==> src/rtl/nx_transmitter.sv <==
// Serialises one message (target, command, masked payload beats) onto a
// valid/ready command bus, one BUS_W beat per handshake.
module nx_transmitter #(
  parameter int TARGET_W  = 8,
  parameter int BUS_W     = 8,
  parameter int PAYLOAD_W = 24
) (
  input  logic                           clk,
  input  logic                           rst,
  input  logic [TARGET_W-1:0]            tx_target,
  input  logic [BUS_W-1:0]               tx_command,
  input  logic [PAYLOAD_W-1:0]           tx_payload,
  input  logic [PAYLOAD_W/BUS_W-1:0]     tx_valid,
  input  logic                           tx_start,
  output logic                           tx_ready,
  output logic [BUS_W-1:0]               cmd_data,
  output logic                           cmd_last,
  output logic                           cmd_valid,
  input  logic                           cmd_ready
);

  localparam int N  = PAYLOAD_W / BUS_W;
  localparam int IW = (N > 1) ? $clog2(N) : 1;
  localparam logic [N-1:0] ONE = N'(1);

  typedef enum logic [1:0] {S_IDLE, S_TARGET, S_COMMAND, S_PAYLOAD} state_t;

  state_t                r_state, w_next;
  logic [TARGET_W-1:0]   r_target;
  logic [BUS_W-1:0]      r_command;
  logic [PAYLOAD_W-1:0]  r_payload;
  logic [N-1:0]          r_mask;
  logic [IW-1:0]         w_hi;
  logic                  w_mask_one;
  logic                  w_accept;
  logic                  w_done;

  // Highest set mask bit picks the payload beat; ascending scan keeps the last hit.
  always_comb begin
    w_hi = '0;
    for (int i = 0; i < N; i++)
      if (r_mask[i]) w_hi = IW'(i);
  end

  assign w_mask_one = ((r_mask & (r_mask - ONE)) == '0);

  always_comb begin
    cmd_valid = 1'b0;
    cmd_last  = 1'b0;
    cmd_data  = '0;
    w_next    = r_state;
    case (r_state)
      S_TARGET: begin
        cmd_valid = 1'b1;
        cmd_data  = BUS_W'(r_target);
      end
      S_COMMAND: begin
        cmd_valid = 1'b1;
        cmd_data  = r_command;
        cmd_last  = (r_mask == '0);
      end
      S_PAYLOAD: begin
        cmd_valid = 1'b1;
        cmd_data  = r_payload[w_hi*BUS_W +: BUS_W];
        cmd_last  = w_mask_one;
      end
      default: ;
    endcase

    w_done   = cmd_valid && cmd_ready && cmd_last;
    // Gated by rst so the block never advertises readiness while held in reset.
    tx_ready = rst && ((r_state == S_IDLE) || w_done);
    w_accept = tx_start && tx_ready;

    case (r_state)
      S_IDLE:    if (w_accept) w_next = S_TARGET;
      S_TARGET:  if (cmd_ready) w_next = S_COMMAND;
      S_COMMAND: if (cmd_ready) w_next = (r_mask != '0) ? S_PAYLOAD
                                        : (w_accept ? S_TARGET : S_IDLE);
      S_PAYLOAD: if (w_done) w_next = w_accept ? S_TARGET : S_IDLE;
      default:   w_next = S_IDLE;
    endcase
  end

  always_ff @(posedge clk or negedge rst) begin
    if (!rst) begin
      r_state   <= S_IDLE;
      r_target  <= '0;
      r_command <= '0;
      r_payload <= '0;
      r_mask    <= '0;
    end else begin
      r_state <= w_next;
      if (w_accept) begin
        r_target  <= tx_target;
        r_command <= tx_command;
        r_payload <= tx_payload;
        r_mask    <= tx_valid;
      end else if (r_state == S_PAYLOAD && cmd_ready) begin
        r_mask[w_hi] <= 1'b0;
      end
    end
  end

endmodule

==> config.mk <==
export PLATFORM = sky130hd
export DESIGN_NAME = nx_transmitter
export DESIGN_NICKNAME = d
export VERILOG_FILES = /design/src/rtl/nx_transmitter.sv
export SDC_FILE = /design/constraint.sdc
export NUM_CORES = 1
export LEC_CHECK = 0
export CAP_MARGIN = 15
export CORE_ASPECT_RATIO = 1.2
export CORE_MARGIN = 3
export CORE_UTILIZATION = 48
export CTS_CLUSTER_DIAMETER = 40
export CTS_CLUSTER_SIZE = 24
export DETAILED_ROUTE_END_ITERATION = 8
export PLACE_DENSITY = 0.81
export SLEW_MARGIN = 0
export SYNTH_ARGS = -nofsm -noshare
export SYNTH_HDL_FRONTEND = slang
export SYNTH_SLANG_ARGS = --single-unit
==> constraint.sdc <==
create_clock -name clk -period 2.7 [get_ports clk]
set_clock_uncertainty 0.1 [all_clocks]
set_input_delay 0.54 -clock clk [delete_from_list [all_inputs] [get_ports clk]]
set_output_delay 0.54 -clock clk [all_outputs]
set_load 0.02 [all_outputs]
==> flow_metrics.env, run 1 <==
export IMPL_cts_max_path_buffers=2
export IMPL_drc=0
export IMPL_synth_seq_cells=45
export IMPL_setup_worst_path_end_class="output pin"
export IMPL_drv_slew=0
export IMPL_diodes=0
export IMPL_final_setup_viol_count=0
export IMPL_nNetsFinal=292
export IMPL_mappedNetlistArea_sq_um=2210
export IMPL_fmax_mhz=379
export IMPL_fin_util_pct=68.9
export IMPL_grt_pass1_vias=1570
export IMPL_clk_latency_ns=0.30
export IMPL_synthDistinctLibCells=28
export IMPL_grt_usage_pct=18.0
export IMPL_final_common_cell="clkdlybuf4s50_1"
export IMPL_worstPathMaxFanout=4
export IMPL_dp_hpwl_um=3190
export IMPL_routed_via_density=5.36
export IMPL_met3_usage_pct=3.92
export IMPL_cts_root_buf="clkbuf_8"
export IMPL_die_area_sq_um=5450
export IMPL_start_util_pct=50.7
export IMPL_grt_pass1_wl_um=7170
export IMPL_syn_nets=229
export IMPL_netlist_instances=182
export IMPL_path_class="flip-flop to output pin"
export IMPL_dr_total_vias=1618
export IMPL_status="finished clean"
export IMPL_tightest_slew_ns=0.534
export IMPL_worstSetupStartpointType="flip-flop"
export IMPL_required_ns=2.06
export IMPL_hp_class="flip-flop to flip-flop"
export IMPL_finalPower_w=0.00341
export IMPL_io_buffers=57
export IMPL_min_period_ns=2.64
export IMPL_wirelength_um=4600
export IMPL_tns_ns=0
export IMPL_postLayoutCellArea_sq_um=3000
export IMPL_htree_levels=2
export IMPL_area_growth_syn_to_layout_pct=36.0
export IMPL_grt_max_degree=44
export IMPL_yosysWarnings=0
export IMPL_gr_total_overflow=0
export IMPL_clock_sinks=45
export IMPL_final_cell_mix="clkdlybuf4s50_1 (50), dfrtp_1 (43), mux2_2 (40)"
export IMPL_wl_per_cell_um=15.2
export IMPL_gp_congestion=0.723
export IMPL_rows=26
export IMPL_placed_cell_area_sq_um=2840
export IMPL_met1_usage_pct=21.2
export IMPL_grt_busiest_layer="met2"
export IMPL_critPathArrivalTime_ns=2.00
export IMPL_first_pass_iters=4
export IMPL_cts_tree="yes"
export IMPL_drive_above_1_share_pct=27.2
export IMPL_drv_cap=0
export IMPL_antenna_found_initial=0
export IMPL_avgSynthCellArea_sq_um=12.1
export IMPL_clk_pin_slew_ns=0.08
export IMPL_use_met2_pct=31.2
export IMPL_ir_drop_v=0.000608
export IMPL_ios=58
export IMPL_period_share_pct=97.6
export IMPL_p_leak_nw=1.27
export IMPL_synth_seq_area_share_pct=51.0
export IMPL_timing_hold_violations_final=0
export IMPL_cts_made_buffers=5
export IMPL_coreArea_sq_um=4360
export IMPL_ant_nets=0
export IMPL_chipHeight_um=80.3
export IMPL_dr_first_iter_drc_count=43
export IMPL_power_density_nw_per_um2=1140
export IMPL_max_slew_margin_pct=64.4
export IMPL_chipWidth_um=67.9
-- through the flow --
step                cells  hold slack, ns  worst slack (ns)
detailed placement    290           0.273             0.117
CTS                   299           0.392            0.0135
finish                302           0.391            0.0639
global route          302           0.426          -0.00393
floorplan             182           0.144             0.587
global placement      290           0.271             0.121
-- cell usage after synthesis (all sizes together) --
library cell / number / area share (%)
inv: 3 / 0.51
a221oi: 1 / 0.40
a311o: 1 / 0.45
nand3: 1 / 0.23
o21a: 1 / 0.34
a21oi: 11 / 2.5
mux2i: 10 / 4.5
clkinv: 1 / 0.17
nand2b: 9 / 2.5
o31ai: 2 / 1.3
o21ai: 2 / 0.45
and2b: 1 / 0.34
nor2: 5 / 0.85
buf: 7 / 2.8
mux2: 41 / 21
nor3b: 3 / 1.0
a31oi: 9 / 2.5
nor4bb: 1 / 0.45
dfrtp: 45 / 51
clkbuf: 7 / 1.2
o211ai: 8 / 2.7
a211oi: 1 / 0.57
nand4: 1 / 0.28
nand2: 11 / 1.9
-- per-layer routing --
metal / up-vias / share of wire [%]
met2: 35 / 52
li1: 786 / -
met1: 791 / 41
met3: 6 / 4.7
met5: - / 0
met4: 0 / 1.3
-- power by group --
| part | leakage [nW] | total [W] | internal [W] | switching [W] |
|---|---|---|---|---|
| combinational | 0.680 | 0.00172 | 0.000938 | 0.000780 |
| sequential | 0.535 | 0.00124 | 0.00102 | 0.000223 |
| clock | 0.0542 | 0.000454 | 0.000231 | 0.000223 |
| total | 1.27 | 0.00341 | 0.00219 | 0.00123 |
-- sequential cells by signal, indices dropped and copies added, names as in the netlist --
signal     cells
r_payload     24
r_command      8
r_target       8
r_mask         3
r_state        2
-- area by class of cell --
class	count	area (sq um)
Fill cell	338	1360
Sequential cell	45	1130
Multi-Input combinational cell	119	983
Timing Repair Buffer	70	703
Clock buffer	7	96.3
Tap cell	56	70.1
Inverter	4	17.5
Clock inverter	1	5.00
-- path summary, 6_finish.rpt --
| check | cells after the start | slack, ns | start | to |
|---|---|---|---|---|
| max | 6 | 0.06 | r_mask[1] | cmd_data[4] |
| min | 1 | 0.39 | r_payload[0] | r_payload[0] |
| max reg2reg | 7 | 0.47 | r_mask[1] | r_payload[8] |
| min reg2reg | 1 | 0.39 | r_payload[0] | r_payload[0] |
| max in group asynchronous | 3 | 1.20 | rst | r_mask[1] |
| min in group asynchronous | 2 | 0.52 | rst | r_state[1] |
-- cells by family after synthesis --
family	count (synthesis)	synth area share, %
buffers and inverters	18	4.70
flip-flops	45	51.0
AO/OA/AOI/OAI	36	11.3
multiplexers	51	25.4
AND/OR/NAND/NOR	32	7.59
-- worst max-delay path: stages (launching register included) --
cell	delay (ns)
dfrtp_2	0.45
buf_4	0.15
mux2i_1	0.12
nand2_1	0.07
o211ai_1	0.10
a31oi_1	0.18
clkdlybuf4s50_1	0.63
-- repair_timing --
item	CTS	global route
setup buffers	0	3
gates cloned	0	0
hold buffers	1	0
pin swaps	1	1
setup endpoints to repair	10	8
endpoints found under the hold margin	3	0
gates resized for setup	5	8
Note: power is estimated with default switching activity, not from simulation.
==> run 2: changes to the inputs <==
Settings changed: CELL_PAD_IN_SITES_DETAIL_PLACEMENT set to 1, CELL_PAD_IN_SITES_GLOBAL_PLACEMENT set to 1, CORE_UTILIZATION 48 to 38, HOLD_SLACK_MARGIN set to 0.12, PLACE_DENSITY 0.81 to 0.82.
==> run 2 against run 1 <==
Net effect:
- clock power down 12%
- critical path depth down 2
- sequential power about the same
- setup slack better by 0.045 ns
- via count up 1.6%
- non-clock buffer count down 1
- sequential share of layout area up 0.48 points
- cell area down 1.4%
- die area up 24%
- critical path type unchanged
- total power down 2.6%
- largest power group unchanged
- combinational power about the same
==> flow_metrics.env, run 2 (synthesis results as in run 1) <==
export IMPL_cts_made_buffers=5
export IMPL_power_density_nw_per_um2=1120
export IMPL_cp_slowest_stage_delay_ns=0.53
export IMPL_grt_max_degree=44
export IMPL_grt_pass1_vias=1737
export IMPL_cp_top_family="buffers and inverters"
export IMPL_wl_per_cell_um=16.8
export IMPL_period_share_pct=96.0
export IMPL_gp_congestion=0.709
export IMPL_fmax_mhz=386
export IMPL_cp_cell_sequence="nor3b_1 > a211oi_2 > and2b_1 > clkdlybuf4s50_1"
export IMPL_first_pass_iters=4
export IMPL_whs_path_depth=1
export IMPL_worst_path_buf_inv=1
export IMPL_nFillCells=574
export IMPL_rows=29
export IMPL_tns_ns=0
export IMPL_htree_levels=2
export IMPL_largest_register="r_payload"
export IMPL_clock_sinks=45
export IMPL_cts_max_path_buffers=2
export IMPL_ir_drop_v=0.000641
export IMPL_hp_start="r_payload[0]"
export IMPL_antenna_found_initial=0
export IMPL_gr_total_overflow=0
export IMPL_cts_root_buf="clkbuf_8"
export IMPL_io_buffers=57
export IMPL_start_util_pct=40.6
export IMPL_die_area_sq_um=6770
export IMPL_drc=0
export IMPL_coreArea_sq_um=5440
export IMPL_dp_hpwl_um=3750
export IMPL_p_leak_nw=1.26
export IMPL_final_cell_mix="clkdlybuf4s50_1 (47), dfrtp_1 (44), mux2_2 (40)"
export IMPL_drv_slew=0
export IMPL_area_growth_syn_to_layout_pct=34.2
export IMPL_setup_worst_path_end_class="output pin"
export IMPL_slowest_stage="clkdlybuf4s50_1"
export IMPL_clk_latency_ns=0.29
export IMPL_hp_class="flip-flop to flip-flop"
export IMPL_final_setup_viol_count=0
export IMPL_rsz0062_at_grt="no"
export IMPL_cts_tree="yes"
export IMPL_ios=58
export IMPL_timing_hold_violations_final=0
export IMPL_dr_first_iter_drc_count=56
export IMPL_drive_above_1_share_pct=25.3
export IMPL_nNetsFinal=291
export IMPL_chipHeight_um=89.5
export IMPL_path_class="flip-flop to output pin"
export IMPL_critPathArrivalTime_ns=1.95
export IMPL_drv_cap=0
export IMPL_diodes=0
export IMPL_worstPathMaxFanout=6
export IMPL_required_ns=2.06
export IMPL_finalPower_w=0.00333
export IMPL_r2r_cells=6
export IMPL_min_period_ns=2.59
export IMPL_reg2reg_from="r_mask[0]"
export IMPL_r2r_setup_slack_ns=0.52
export IMPL_reg_top3="r_payload x24, r_command x8, r_target x8"
export IMPL_chipWidth_um=75.6
export IMPL_worstSetupStartpointType="flip-flop"
export IMPL_routed_via_density=5.36
export IMPL_grt_usage_pct=16.1
export IMPL_tightest_slew_ns=0.453
export IMPL_dr_total_vias=1644
export IMPL_largest_reg_flops=24
export IMPL_final_common_cell="clkdlybuf4s50_1"
export IMPL_status="finished clean"
export IMPL_worstReg2RegEnd="r_payload[21]"
export IMPL_clk_pin_slew_ns=0.08
export IMPL_grt_pass1_wl_um=8140
export IMPL_ant_nets=0
export IMPL_max_slew_margin_pct=69.8
export IMPL_worstHoldEndpoint="r_payload[0]"
export IMPL_wirelength_um=5170
-- run 2: changes by cell type in the layout (fill, tap and decap cells not counted), sizes merged --
cell and change:
dlygate4sd2 +2, clkbuf -1, dlymetal6s2s +1, buf -1, inv -1, clkdlybuf4s50 -3, clkinv +2
-- run 2: worst max path at each step --
stage | cells after the start | slack, ns | end | startpoint
2_1_floorplan | 5 | 0.59 | cmd_data[1] | r_state[0]
3_3_place_gp | 5 | 0.11 | tx_ready | cmd_ready
3_5_place_dp | 5 | 0.05 | tx_ready | cmd_ready
4_1_cts | 5 | 0.0001 | cmd_data[7] | r_mask[1]
5_1_grt | 4 | 0.03 | cmd_last | r_state[0]
6_report | 4 | 0.11 | cmd_last | r_state[0]
-- run 2: area by class of cell --
cell class | count | area [sq um] | area share (%)
Inverter | 4 | 15.0 | 0.507
Clock buffer | 6 | 72.6 | 2.45
Tap cell | 62 | 77.6 | 2.62
Sequential cell | 45 | 1130 | 38.0
Timing Repair Buffer | 69 | 682 | 23.0
Clock inverter | 2 | 10.0 | 0.338
Multi-Input combinational cell | 119 | 978 | 33.0
-- run 2: per-stage QoR --
stage	instance area [sq um]	hold slack, ns	setup slack (ns)	std cells	util, %
final	2960	0.388	0.109	307	54.4
after global routing	2960	0.410	0.0264	307	54.4
after CTS	2940	0.394	0.000113	306	54.1
after detailed placement	2850	0.360	0.0483	297	52.4
after global placement	2850	0.350	0.115	297	52.4
after floorplan	2210	0.144	0.587	182	-
-- run 2: layer usage --
metal | vias up | track usage, % | part of all wire, %
met1 | 822 | 18.2 | 39
met4 | 0 | 5.72 | 1.8
li1 | 781 | - | -
met2 | 32 | 29.8 | 57
met3 | 9 | 2.70 | 2.8
met5 | - | 0 | 0
-- run 2: what timing repair did --
| item | CTS | global route |
|---|---|---|
| hold buffers | 1 | 0 |
| gates resized for setup | 6 | 5 |
| endpoints found under the hold margin | 10 | 0 |
| setup endpoints to repair | 10 | 6 |
| setup buffers | 0 | 1 |
| pin swaps | 1 | 1 |
-- run 2: report_power, final --
part	internal, W	total [W]	switching (W)
clock	0.000180	0.000399	0.000220
combinational	0.000887	0.00169	0.000800
sequential	0.00102	0.00124	0.000222
